**src/rtl/xmem_bram_pkg.sv**
```systemverilog
// Shared types and helpers for the xmem BRAM responder.
//   rsp_slot_t   : one in-flight response slot {valid, we, err}
//   dec_t        : result of decoding a mem_if byte address
//   addr_decode  : byte address -> {err, BRAM word index}
//   sat_inc32    : 32-bit saturating increment
package xmem_bram_pkg;

    localparam int BE_WIDTH = 32 / 8;  // byte enables for the default 32-bit bus

    typedef struct packed {
        logic valid;
        logic we;
        logic err;
    } rsp_slot_t;

    typedef struct packed {
        logic        err;
        logic [63:0] word;
    } dec_t;

    // Widened to 64 bits so one helper serves any ADDR_WIDTH up to 64.
    function automatic dec_t addr_decode(input logic [63:0] addr,
                                         input logic [63:0] base,
                                         input int unsigned off_bits,
                                         input int unsigned word_bits);
        dec_t        d;
        logic [63:0] off;
        logic [63:0] mask;
        logic [63:0] limit;
        off    = addr - base;
        mask   = (64'd1 << off_bits) - 64'd1;
        limit  = 64'd1 << word_bits;
        d.word = off >> off_bits;
        d.err  = (addr < base) || ((off & mask) != 64'd0) || (d.word >= limit);
        return d;
    endfunction

    function automatic logic [31:0] sat_inc32(input logic [31:0] v);
        return (v == 32'hFFFF_FFFF) ? v : v + 32'd1;
    endfunction

endpackage

```
**src/rtl/xmem_bram_responder_if.sv**
```systemverilog
// mem_if req/gnt/rsp bundle between the mcore memory master and a responder.
//   master : drives req/addr/we/wdata/be, receives gnt and the response
//   slave  : the responder side
interface xmem_bram_responder_if #(
    parameter int ADDR_WIDTH = 32,
    parameter int DATA_WIDTH = 32
);
    logic                    mem_req;
    logic [ADDR_WIDTH-1:0]   mem_addr;
    logic                    mem_we;
    logic [DATA_WIDTH-1:0]   mem_wdata;
    logic [DATA_WIDTH/8-1:0] mem_be;
    logic                    mem_gnt;
    logic                    mem_rsp_valid;
    logic [DATA_WIDTH-1:0]   mem_rsp_rdata;
    logic                    mem_rsp_error;

    modport master (
        output mem_req, mem_addr, mem_we, mem_wdata, mem_be,
        input  mem_gnt, mem_rsp_valid, mem_rsp_rdata, mem_rsp_error
    );

    modport slave (
        input  mem_req, mem_addr, mem_we, mem_wdata, mem_be,
        output mem_gnt, mem_rsp_valid, mem_rsp_rdata, mem_rsp_error
    );
endinterface

```
**src/rtl/xmem_rsp_pipe.sv**
```systemverilog
// Fixed-depth shift register of response slots. A slot entering in cycle T
// appears on slot_out in cycle T+DEPTH.
//   clk, rst  : clock, synchronous active-high reset (clears all slots)
//   slot_in   : slot captured every cycle
//   slot_out  : oldest slot
module xmem_rsp_pipe
    import xmem_bram_pkg::*;
#(
    parameter int DEPTH = 2
) (
    input  logic      clk,
    input  logic      rst,
    input  rsp_slot_t slot_in,
    output rsp_slot_t slot_out
);

    rsp_slot_t [DEPTH-1:0] slot_q;
    rsp_slot_t [DEPTH-1:0] slot_d;

    always_comb begin
        slot_d    = slot_q;
        slot_d[0] = slot_in;
        for (int i = 1; i < DEPTH; i++) begin
            slot_d[i] = slot_q[i-1];
        end
    end

    always_ff @(posedge clk) begin
        if (rst) begin
            slot_q <= '0;
        end else begin
            slot_q <= slot_d;
        end
    end

    assign slot_out = slot_q[DEPTH-1];

endmodule

```
**src/rtl/xmem_bram_responder.sv**
```systemverilog
// Target side of mem_if mapped onto a single BRAM port. Every request is
// granted the cycle it is presented; each grant produces exactly one response
// BRAM_READ_LATENCY cycles later, reads and writes alike, so responses stay in
// grant order. Out-of-window or misaligned addresses never touch the BRAM and
// answer with error=1, rdata=0.
//   clka, rsta        : clock, synchronous active-high reset
//   mem               : mem_if slave (req/gnt/rsp)
//   bram_*            : BRAM port (byte write enables, word address)
//   cnt_clr           : synchronous counter clear, wins over increment
//   cnt_rd/wr/err     : saturating counts of granted reads/writes/errors
module xmem_bram_responder
    import xmem_bram_pkg::*;
#(
    parameter int                    DATA_WIDTH        = 32,
    parameter int                    ADDR_WIDTH        = 32,
    parameter int                    BRAM_ADDR_WIDTH   = 16,
    parameter logic [ADDR_WIDTH-1:0] BASE_ADDR         = '0,
    parameter int                    BRAM_READ_LATENCY = 2
) (
    input  logic                       clka,
    input  logic                       rsta,
    xmem_bram_responder_if.slave       mem,
    output logic                       bram_en,
    output logic [DATA_WIDTH/8-1:0]    bram_we,
    output logic [BRAM_ADDR_WIDTH-1:0] bram_addr,
    output logic [DATA_WIDTH-1:0]      bram_din,
    input  logic [DATA_WIDTH-1:0]      bram_dout,
    input  logic                       cnt_clr,
    output logic [31:0]                cnt_rd,
    output logic [31:0]                cnt_wr,
    output logic [31:0]                cnt_err
);

    localparam int          BE_W     = DATA_WIDTH / 8;
    localparam int unsigned OFF_BITS = $clog2(BE_W);

    logic      gnt;
    dec_t      dec;
    rsp_slot_t slot_in;
    rsp_slot_t slot_out;
    logic      rsp_valid;
    logic      unused_word_hi;

    always_comb begin
        gnt = mem.mem_req & ~rsta;
        dec = addr_decode(64'(mem.mem_addr), 64'(BASE_ADDR), OFF_BITS,
                          BRAM_ADDR_WIDTH);
    end

    assign unused_word_hi = ^dec.word[63:BRAM_ADDR_WIDTH];

    assign mem.mem_gnt = gnt;
    assign bram_en     = gnt & ~dec.err;
    assign bram_we     = (bram_en && mem.mem_we) ? mem.mem_be : '0;
    assign bram_addr   = dec.word[BRAM_ADDR_WIDTH-1:0];
    assign bram_din    = mem.mem_wdata;

    always_comb begin
        slot_in       = '0;
        slot_in.valid = gnt;
        slot_in.we    = mem.mem_we;
        slot_in.err   = dec.err;
    end

    xmem_rsp_pipe #(
        .DEPTH (BRAM_READ_LATENCY)
    ) u_rsp_pipe (
        .clk      (clka),
        .rst      (rsta),
        .slot_in  (slot_in),
        .slot_out (slot_out)
    );

    // Slots still visible in the first reset cycle belong to requests granted
    // before reset and must not produce a response.
    assign rsp_valid         = slot_out.valid & ~rsta;
    assign mem.mem_rsp_valid = rsp_valid;
    assign mem.mem_rsp_error = rsp_valid & slot_out.err;
    assign mem.mem_rsp_rdata = (rsp_valid && !slot_out.we && !slot_out.err) ? bram_dout : '0;

    logic [31:0] cnt_rd_q, cnt_rd_d;
    logic [31:0] cnt_wr_q, cnt_wr_d;
    logic [31:0] cnt_err_q, cnt_err_d;

    always_comb begin
        cnt_rd_d  = cnt_rd_q;
        cnt_wr_d  = cnt_wr_q;
        cnt_err_d = cnt_err_q;
        if (cnt_clr) begin
            cnt_rd_d  = '0;
            cnt_wr_d  = '0;
            cnt_err_d = '0;
        end else if (gnt) begin
            if (mem.mem_we) cnt_wr_d = sat_inc32(cnt_wr_q);
            else            cnt_rd_d = sat_inc32(cnt_rd_q);
            if (dec.err)    cnt_err_d = sat_inc32(cnt_err_q);
        end
    end

    always_ff @(posedge clka) begin
        if (rsta) begin
            cnt_rd_q  <= '0;
            cnt_wr_q  <= '0;
            cnt_err_q <= '0;
        end else begin
            cnt_rd_q  <= cnt_rd_d;
            cnt_wr_q  <= cnt_wr_d;
            cnt_err_q <= cnt_err_d;
        end
    end

    assign cnt_rd  = cnt_rd_q;
    assign cnt_wr  = cnt_wr_q;
    assign cnt_err = cnt_err_q;

endmodule
```
**src/flat_wrapper.sv**
```systemverilog
// flat-port wrapper written by rule: the top's interface ports become plain ports
module xmem_bram_responder_flat import xmem_bram_pkg::*;
#(
    parameter int                    DATA_WIDTH        = 32,
    parameter int                    ADDR_WIDTH        = 32,
    parameter int                    BRAM_ADDR_WIDTH   = 16,
    parameter logic [ADDR_WIDTH-1:0] BASE_ADDR         = '0,
    parameter int                    BRAM_READ_LATENCY = 2
)
  (clka, rsta, bram_en, bram_we, bram_addr, bram_din, bram_dout, cnt_clr, cnt_rd, cnt_wr, cnt_err, mem_mem_req, mem_mem_addr, mem_mem_we, mem_mem_wdata, mem_mem_be, mem_mem_gnt, mem_mem_rsp_valid, mem_mem_rsp_rdata, mem_mem_rsp_error);
  xmem_bram_responder_if #(.ADDR_WIDTH(ADDR_WIDTH), .DATA_WIDTH(DATA_WIDTH)) mem_i ();
  input  logic clka;
  input  logic rsta;
  output logic bram_en;
  output logic [DATA_WIDTH/8-1:0] bram_we;
  output logic [BRAM_ADDR_WIDTH-1:0] bram_addr;
  output logic [DATA_WIDTH-1:0] bram_din;
  input  logic [DATA_WIDTH-1:0] bram_dout;
  input  logic cnt_clr;
  output logic [31:0] cnt_rd;
  output logic [31:0] cnt_wr;
  output logic [31:0] cnt_err;
  input wire logic [$bits(mem_i.mem_req)-1:0] mem_mem_req;
  input wire logic [$bits(mem_i.mem_addr)-1:0] mem_mem_addr;
  input wire logic [$bits(mem_i.mem_we)-1:0] mem_mem_we;
  input wire logic [$bits(mem_i.mem_wdata)-1:0] mem_mem_wdata;
  input wire logic [$bits(mem_i.mem_be)-1:0] mem_mem_be;
  output wire logic [$bits(mem_i.mem_gnt)-1:0] mem_mem_gnt;
  output wire logic [$bits(mem_i.mem_rsp_valid)-1:0] mem_mem_rsp_valid;
  output wire logic [$bits(mem_i.mem_rsp_rdata)-1:0] mem_mem_rsp_rdata;
  output wire logic [$bits(mem_i.mem_rsp_error)-1:0] mem_mem_rsp_error;
  assign mem_i.mem_req = mem_mem_req;
  assign mem_i.mem_addr = mem_mem_addr;
  assign mem_i.mem_we = mem_mem_we;
  assign mem_i.mem_wdata = mem_mem_wdata;
  assign mem_i.mem_be = mem_mem_be;
  assign mem_mem_gnt = mem_i.mem_gnt;
  assign mem_mem_rsp_valid = mem_i.mem_rsp_valid;
  assign mem_mem_rsp_rdata = mem_i.mem_rsp_rdata;
  assign mem_mem_rsp_error = mem_i.mem_rsp_error;
  xmem_bram_responder #(.DATA_WIDTH(DATA_WIDTH), .ADDR_WIDTH(ADDR_WIDTH), .BRAM_ADDR_WIDTH(BRAM_ADDR_WIDTH), .BASE_ADDR(BASE_ADDR), .BRAM_READ_LATENCY(BRAM_READ_LATENCY)) u_core (.clka(clka), .rsta(rsta), .mem(mem_i), .bram_en(bram_en), .bram_we(bram_we), .bram_addr(bram_addr), .bram_din(bram_din), .bram_dout(bram_dout), .cnt_clr(cnt_clr), .cnt_rd(cnt_rd), .cnt_wr(cnt_wr), .cnt_err(cnt_err));
endmodule
```
**config.mk**
```make
export PLATFORM = sky130hd
export DESIGN_NAME = xmem_bram_responder_flat
export DESIGN_NICKNAME = d
export VERILOG_FILES = /design/src/rtl/xmem_bram_pkg.sv /design/src/rtl/xmem_bram_responder_if.sv /design/src/rtl/xmem_rsp_pipe.sv /design/src/rtl/xmem_bram_responder.sv /design/src/flat_wrapper.sv
export SDC_FILE = /design/constraint.sdc
export NUM_CORES = 1
export LEC_CHECK = 0
export BUFFER_PORTS_ARGS = -buffer_cell sky130_fd_sc_hd__buf_2
export CAP_MARGIN = 40
export CORE_MARGIN = 4
export CORE_UTILIZATION = 40
export DETAILED_ROUTE_END_ITERATION = 10
export PLACE_DENSITY = 0.71
export SLEW_MARGIN = 20
export SYNTH_ARGS = -nofsm -noshare
export SYNTH_HDL_FRONTEND = slang
export SYNTH_HIERARCHICAL = 1
export SYNTH_SLANG_ARGS = --single-unit
```
**constraint.sdc**
```tcl
create_clock -name clka -period 2.6 [get_ports clka]
set_clock_uncertainty 0.15 [all_clocks]
set_input_delay 0.39 -clock clka [delete_from_list [all_inputs] [get_ports clka]]
set_output_delay 0.39 -clock clka [all_outputs]
set_load 0.01 [all_outputs]
```
==> impl_metrics.tcl, run 1 <==
set metrics [dict create \
    grt_overflow_total 0 \
    reg2reg_setup_slack_ns 0.21 \
    synth_enable_flop_cells 0 \
    timing.final.crit_share_pct 92.0 \
    top_cell_type_by_total_area_after_synthesis "sky130_fd_sc_hd__dfxtp_1" \
    synthToLayoutAreaGrowth_pct 21.5 \
    routed_wire_length_per_instance_um 18.8 \
    cp_slowest_cell "sky130_fd_sc_hd__or4_1" \
    power.ir.vdd_worst_uv 372 \
    insertion_delay_ns 0.35 \
    dp_hpwl_um 15600 \
    post_synth_most_frequent_cells "102 x sky130_fd_sc_hd__dfxtp_1, 62 x sky130_fd_sc_hd__nand2_1, 52 x sky130_fd_sc_hd__a21oi_1" \
    tritoncts.num_buffers 9 \
    start_util_pct 41.4 \
    layout.nets 979 \
    postPlaceCellArea_um2 6780 \
    antenna-diode-count 0 \
    port_buffers 192 \
    rsz0062_at_grt "false" \
    finalHoldViolCount 0 \
    whs_endpoint "u_core/u_rsp_pipe/slot_d[4]" \
    place.gp.congestion 0.945 \
    dieHeight_um 129 \
    asyncSetResetFlopFracSynth_pct 0 \
    clock-root-buffer "sky130_fd_sc_hd__clkbuf_16" \
    synth_flop_cell "sky130_fd_sc_hd__dfxtp_1" \
    hold_path.class "primary input to flop" \
    crit_path_max_fo 18 \
    max_cap_viol_count 0 \
    setup_viol 0 \
    cts.repair_timing.setup_buffer_count 0 \
    routed-via-count 6017 \
    cp_cell_sequence "ha_1 -> nand3_1 -> or2_1 -> nand2b_1 -> buf_4 -> or4_1 -> a21oi_1" \
    finalMaxSlewViolations 0 \
    maximum_number_of_pins_on_one_net_before_global_route_repair 33 \
    max-clock-path-buffers 2 \
    timing.hold.worst.start "mem_mem_we" \
    timing.setup.critical_path_class "flop to flop" \
    yosys_warnings 6 \
    synth_largest_type_area_fraction_pct 35.1 \
    grt_pass1_vias 5166 \
    postLayoutSetupSlackWorst_ns 0.207 \
    fin_area_um2 7060 \
    h-tree-depth 3 \
    critical_path_capture_point_type "flop" \
    synth_area_leaders "sky130_fd_sc_hd__dfxtp_1 35%, sky130_fd_sc_hd__buf_4 6.3%, sky130_fd_sc_hd__a21oi_1 4.5%" \
    max_freq_ghz 0.418 \
    vias_per_cell 5.70 \
    dieWidth_um 129 \
    post_cts_resize_count 0 \
    power-per-cell-area_nw_per_um2 426 \
    grtUsageTotal_pct 22.9 \
    cts_hold_buffers 0 \
    dieArea_um2 16500 \
    layout-drive-gt1-share_pct 30.7 \
    core_area_um2 14000 \
    cts.reportedPaths.clkPinSlew_ns 0.07 \
    number_of_remaining_drc_errors 0 \
    synth.most_common_cell "sky130_fd_sc_hd__dfxtp_1" \
    regToRegEndpoint "u_core/cnt_err[26]" \
    reg2regPathDepth 7 \
    proportion_of_synthesized_chip_area_in_sequential_cells_pct 35.1 \
    wire_length_of_the_first_global_routing_pass_um 29600 \
    cts.sink_count 102 \
    dpl_worst_slack_ns 0.229 \
    cts_tree "yes" \
    boundaryPins 289 \
    p_leak_uw 0.00287 \
    crit_path_start_kind "flop" \
    post_synth_inst_count 711 \
    synth.ff_latch_count 102 \
    worst_slew_margin_rel_pct 61.6 \
    period_minus_slack_ns 2.39 \
    whs_path_depth 2 \
    synthesis.nets 819 \
    timing.critical_path.required_ns 2.73 \
    worst_r2r_startpoint "u_core/cnt_err[0]" \
    worst_slew_pin_slew_ns 0.570 \
    synth_area_um2 5810 \
    path_buf_inv 1 \
    placement_rows 43 \
    timing.setup.tns_ns 0 \
    grt_antenna_before_repair 0 \
    utilization_pct 50.3 \
    worst-endpoint-arrival_ns 2.52 \
    drt_wl_total_um 19900 \
    critical-path-max-stage-delay_ns 0.47 \
    detailedRoute.firstIterationViolations 304 \
    avgSynthCellArea_um2 8.17 \
    detail_route.first_pass.iterations 5 \
    status "completed" \
    number_of_antenna_violating_nets_in_the_routed_design 0 \
    worst_path_dominant_cell_family "simple AND/OR/NAND/NOR gates" \
    synthDistinctLibCells 57 \
]
placed cells by master, fill, tap and decap left out, types with 3 or more instances in the layout:
| cell type | Yosys | layout |
|---|---|---|
| sky130_fd_sc_hd__o2111ai_1 | 3 | 3 |
| sky130_fd_sc_hd__clkbuf_16 | 0 | 9 |
| sky130_fd_sc_hd__a31oi_1 | 10 | 10 |
| sky130_fd_sc_hd__o31ai_1 | 33 | 33 |
| sky130_fd_sc_hd__and4_1 | 10 | 10 |
| sky130_fd_sc_hd__o21ai_1 | 15 | 15 |
| sky130_fd_sc_hd__buf_2 | 4 | 193 |
| sky130_fd_sc_hd__mux2i_1 | 10 | 10 |
| sky130_fd_sc_hd__o211ai_1 | 5 | 5 |
| sky130_fd_sc_hd__inv_1 | 11 | 11 |
| sky130_fd_sc_hd__or4_1 | 31 | 31 |
| sky130_fd_sc_hd__a41o_1 | 6 | 6 |
| sky130_fd_sc_hd__a31o_2 | 3 | 3 |
| sky130_fd_sc_hd__nor2b_1 | 7 | 7 |
| sky130_fd_sc_hd__nand2_1 | 62 | 62 |
| sky130_fd_sc_hd__clkinv_2 | 0 | 3 |
| sky130_fd_sc_hd__ha_1 | 3 | 3 |
| sky130_fd_sc_hd__nor3_1 | 10 | 10 |
| sky130_fd_sc_hd__o21ai_0 | 13 | 13 |
| sky130_fd_sc_hd__buf_4 | 49 | 35 |
| sky130_fd_sc_hd__nor2_1 | 36 | 35 |
| sky130_fd_sc_hd__a211oi_1 | 3 | 3 |
| sky130_fd_sc_hd__and2_1 | 40 | 40 |
| sky130_fd_sc_hd__and3_1 | 6 | 6 |
| sky130_fd_sc_hd__nand2b_1 | 3 | 3 |
| sky130_fd_sc_hd__or3_1 | 40 | 40 |
| sky130_fd_sc_hd__nor4_1 | 10 | 10 |
| sky130_fd_sc_hd__nand3_1 | 32 | 32 |
| sky130_fd_sc_hd__a21oi_2 | 8 | 8 |
| sky130_fd_sc_hd__nand4_1 | 27 | 27 |
| sky130_fd_sc_hd__dfxtp_1 | 102 | 102 |
| sky130_fd_sc_hd__xor2_1 | 6 | 6 |
| sky130_fd_sc_hd__a21oi_1 | 52 | 52 |
| sky130_fd_sc_hd__xnor2_1 | 5 | 5 |
per-stage QoR:
stage	total power, uW	hold slack [ns]	std cells
4_1_cts	3050	0.193	1056
3_3_place_gp	1760	0.268	1039
3_5_place_dp	1760	0.280	1040
5_1_grt	3120	0.199	1056
2_1_floorplan	1740	0.264	711
6_report	3010	0.198	1056
report_power, final:
part           switching [uW]  total (uW)  internal (uW)
sequential               2.96        1570           1570
clock                     607        1280            677
combinational            89.0         154           64.6
sequential cells by signal (all words and copies together), names as in the netlist:
| signal | cells |
|---|---|
| u_core/cnt_err | 32 |
| u_core/cnt_rd | 32 |
| u_core/cnt_wr | 32 |
| u_core/u_rsp_pipe/slot_d | 3 |
| u_core/u_rsp_pipe/slot_out | 3 |
logic make-up after synthesis:
| group | share of synthesized area, % |
|---|---|
| AND/OR/NAND/NOR | 33.4 |
| AO/OA/AOI/OAI | 18.0 |
| flip-flops | 35.1 |
| buffers and inverters | 9.45 |
| XOR/XNOR | 1.66 |
| multiplexers | 1.72 |
| adder cells (fa/ha/maj) | 0.646 |
metal layers:
metal	GRT usage [%]	up-vias	wire length, um
met5	0	-	0
met4	7.23	0	425
met3	8.26	32	1970
met2	37.5	221	9350
met1	28.2	2827	8150
li1	-	2937	-
worst max-delay path by stage:
stage | depth (start not counted) | from | end | slack (ns)
floorplan | 7 | u_core/cnt_err[8] | u_core/cnt_err[9] | 0.40
global route | 7 | u_core/cnt_err[0] | u_core/cnt_err[26] | 0.04
global placement | 6 | rsta | u_core/cnt_wr[13] | 0.22
finish | 7 | u_core/cnt_err[0] | u_core/cnt_err[26] | 0.21
detailed placement | 6 | rsta | u_core/cnt_wr[11] | 0.23
CTS | 7 | u_core/cnt_err[0] | u_core/cnt_err[26] | 0.22
layout make-up:
class / count / area, um^2
Fill cell: 1360 / 6980
Multi-Input combinational cell: 518 / 3230
Sequential cell: 102 / 2040
Timing Repair Buffer: 229 / 1250
Clock buffer: 11 / 243
Tap cell: 180 / 225
Inverter: 11 / 41.3
Clock inverter: 5 / 32.5
No activity file was read; power rests on OpenSTA's default activity.
==> run 2: changes to the inputs <==
--- a/config.mk
+++ b/config.mk
@@ -5,12 +5,12 @@
 export SDC_FILE = /design/constraint.sdc
 export NUM_CORES = 1
 export LEC_CHECK = 0
-export BUFFER_PORTS_ARGS = -buffer_cell sky130_fd_sc_hd__buf_2
 export CAP_MARGIN = 40
 export CORE_MARGIN = 4
 export CORE_UTILIZATION = 40
 export DETAILED_ROUTE_END_ITERATION = 10
-export PLACE_DENSITY = 0.71
+export DONT_BUFFER_PORTS = 1
+export RECOVER_POWER = 100
 export SLEW_MARGIN = 20
 export SYNTH_ARGS = -nofsm -noshare
 export SYNTH_HDL_FRONTEND = slang
==> run 2 against run 1 <==
  * Combinational power down 40%
  * Setup slack lost 0.087 ns
  * Global-route usage is 1.5 points higher
  * Routed wire length increased by 5.4%
  * Clock-buffer cell count is 1 lower
  * Final cell count down 17%
  * Worst hold slack got worse by 0.13 ns
  * Core utilization shrank 7.2 points
  * Register-to-register slack worse by 0.09 ns
  * First-iteration DRC count grew 25%
  * Sequential power is essentially flat
  * Critical path depth decreased by 1
  * Critical path type unchanged
==> impl_metrics.tcl, run 2 (synthesis results as in run 1) <==
set metrics [dict create \
    status "completed" \
    max-clock-path-buffers 2 \
    vias_per_cell 6.22 \
    boundaryPins 289 \
    post-layout-total-power_uw 2900 \
    clock-root-buffer "sky130_fd_sc_hd__clkbuf_16" \
    dp_hpwl_um 16600 \
    routed-via-count 5440 \
    timing.critical_path.required_ns 2.67 \
    core_area_um2 14000 \
    finalHoldViolCount 0 \
    cts.sink_count 102 \
    critical_path_capture_point_type "flop" \
    max_freq_ghz 0.403 \
    dieWidth_um 129 \
    number_of_antenna_violating_nets_in_the_routed_design 0 \
    power.ir.vdd_worst_uv 261 \
    power.share.clock_pct 42.7 \
    synthToLayoutAreaGrowth_pct 4.05 \
    number_of_remaining_drc_errors 0 \
    place.gp.congestion 0.943 \
    cp_slowest_cell "sky130_fd_sc_hd__or4_4" \
    rsz0062_at_grt "false" \
    placement_rows 43 \
    port_buffers 0 \
    grtUsageTotal_pct 24.4 \
    crit_path_start_kind "flop" \
    crit_path_max_fo 18 \
    timing.hold.worst.start "cnt_clr" \
    critical-path-max-stage-delay_ns 0.60 \
    detail_route.first_pass.iterations 5 \
    routed_wire_length_per_instance_um 23.9 \
    area_taken_by_flip_flops_and_latches_um2 2040 \
    dieHeight_um 129 \
    drt_wl_total_um 21000 \
    multi_input_area_um2 3190 \
    netSwitchingFraction_pct 23.0 \
    timing.setup.tns_ns 0 \
    setup_viol 0 \
    seqPwrFrac_pct 54.1 \
    timing.setup.critical_path_class "flop to flop" \
    switchingPower_uw 666 \
    power-per-cell-area_nw_per_um2 480 \
    worst_r2r_startpoint "u_core/cnt_err[9]" \
    leading_cell_type_in_the_layout_fill_and_taps_excluded "sky130_fd_sc_hd__dfxtp_1" \
    finalMaxSlewViolations 0 \
    insertion_delay_ns 0.35 \
    dieArea_um2 16500 \
    grt_overflow_total 0 \
    tritoncts.num_buffers 9 \
    layout-drive-gt1-share_pct 7.79 \
    cts.reportedPaths.clkPinSlew_ns 0.07 \
    cp_cell_sequence "nand4_2 -> or4_4 -> nor4_4 -> clkbuf_2 -> nor4b_1 -> mux2i_1" \
    internal_power_uw 2230 \
    hold_path.class "primary input to flop" \
    p_leak_uw 0.00179 \
    timing.final.crit_share_pct 95.4 \
    reg2reg_setup_slack_ns 0.12 \
    wire_length_of_the_first_global_routing_pass_um 30900 \
    postLayoutSetupSlackWorst_ns 0.120 \
    period_minus_slack_ns 2.48 \
    h-tree-depth 3 \
    leading_cell_types_in_the_layout_fill_and_taps_excluded "102 x sky130_fd_sc_hd__dfxtp_1, 62 x sky130_fd_sc_hd__nand2_1, 53 x sky130_fd_sc_hd__a21oi_1" \
    startpoint "u_core/cnt_err[9]" \
    start_util_pct 41.4 \
    worst_slew_pin_slew_ns 0.614 \
    worst_slew_margin_rel_pct 59.0 \
    nFillCells 1409 \
    grt_pass1_vias 5094 \
    layout.nets 798 \
    dpl_worst_slack_ns 0.154 \
    detailedRoute.firstIterationViolations 379 \
    grt_antenna_before_repair 3 \
    max_cap_viol_count 0 \
    cts_tree "yes" \
    worst-endpoint-arrival_ns 2.55 \
    comb_power_share_pct 3.2 \
    maximum_number_of_pins_on_one_net_before_global_route_repair 33 \
]
run 2: worst paths after layout:
| kind | end | cells past startpoint |
|---|---|---|
| worst min-delay path | u_core/cnt_rd[23] | 2 |
| worst max-delay path | u_core/cnt_err[5] | 6 |
| worst min register to register | u_core/u_rsp_pipe/slot_out[1] | 1 |
| worst max register to register | u_core/cnt_err[5] | 6 |
run 2: through the flow:
| stage | std cells | hold slack, ns | utilization (%) | instance area, um^2 |
|---|---|---|---|---|
| CTS | 872 | 0.0478 | 43.9 | 6170 |
| finish | 875 | 0.0638 | 43.0 | 6040 |
| global route | 875 | 0.0623 | 43.0 | 6040 |
| detailed placement | 856 | 0.274 | 42.0 | 5900 |
| global placement | 856 | 0.268 | 42.0 | 5900 |
| floorplan | 711 | 0.264 | - | 5810 |
run 2: per-layer routing:
metal / global-route usage [%] / share of wire, % / wire [um]
met5: 0 / 0 / 0
met4: 7.47 / 1.4 / 299
met3: 13.9 / 14 / 2840
met2: 39.7 / 47 / 9910
met1: 27.3 / 38 / 7900
run 2: what timing repair did:
action,4_1_cts,5_1_grt
hold buffers,2,0
setup endpoints to repair,0,6
setup buffers,0,0
gates resized for setup,0,1
endpoints found under the hold margin,6,0
run 2: worst max-delay path: cells and delay by family, from the launching register on:
kind          cells  cell delay [ns]
flops             1             0.49
buf+inv           1             0.35
simple gates      4             1.21
mux               1             0.13
run 2: final cells by class:
| cell class | instances | area share, % |
|---|---|---|
| Antenna cell | 2 | 0.0828 |
| Clock buffer | 10 | 3.79 |
| Clock inverter | 4 | 0.393 |
| Inverter | 11 | 0.683 |
| Multi-Input combinational cell | 518 | 52.8 |
| Sequential cell | 102 | 33.8 |
| Tap cell | 180 | 3.73 |
| Timing Repair Buffer | 48 | 4.72 |
run 2: power by group through the flow:
stage / Combinational, uW / Clock [uW] / Sequential, uW
2_1_floorplan: 135 / 0 / 1610
3_3_place_gp: 87.9 / 0 / 1610
3_5_place_dp: 89.3 / 0 / 1610
4_1_cts: 93.6 / 1270 / 1570
5_1_grt: 101 / 1340 / 1570
6_report: 92.2 / 1240 / 1570
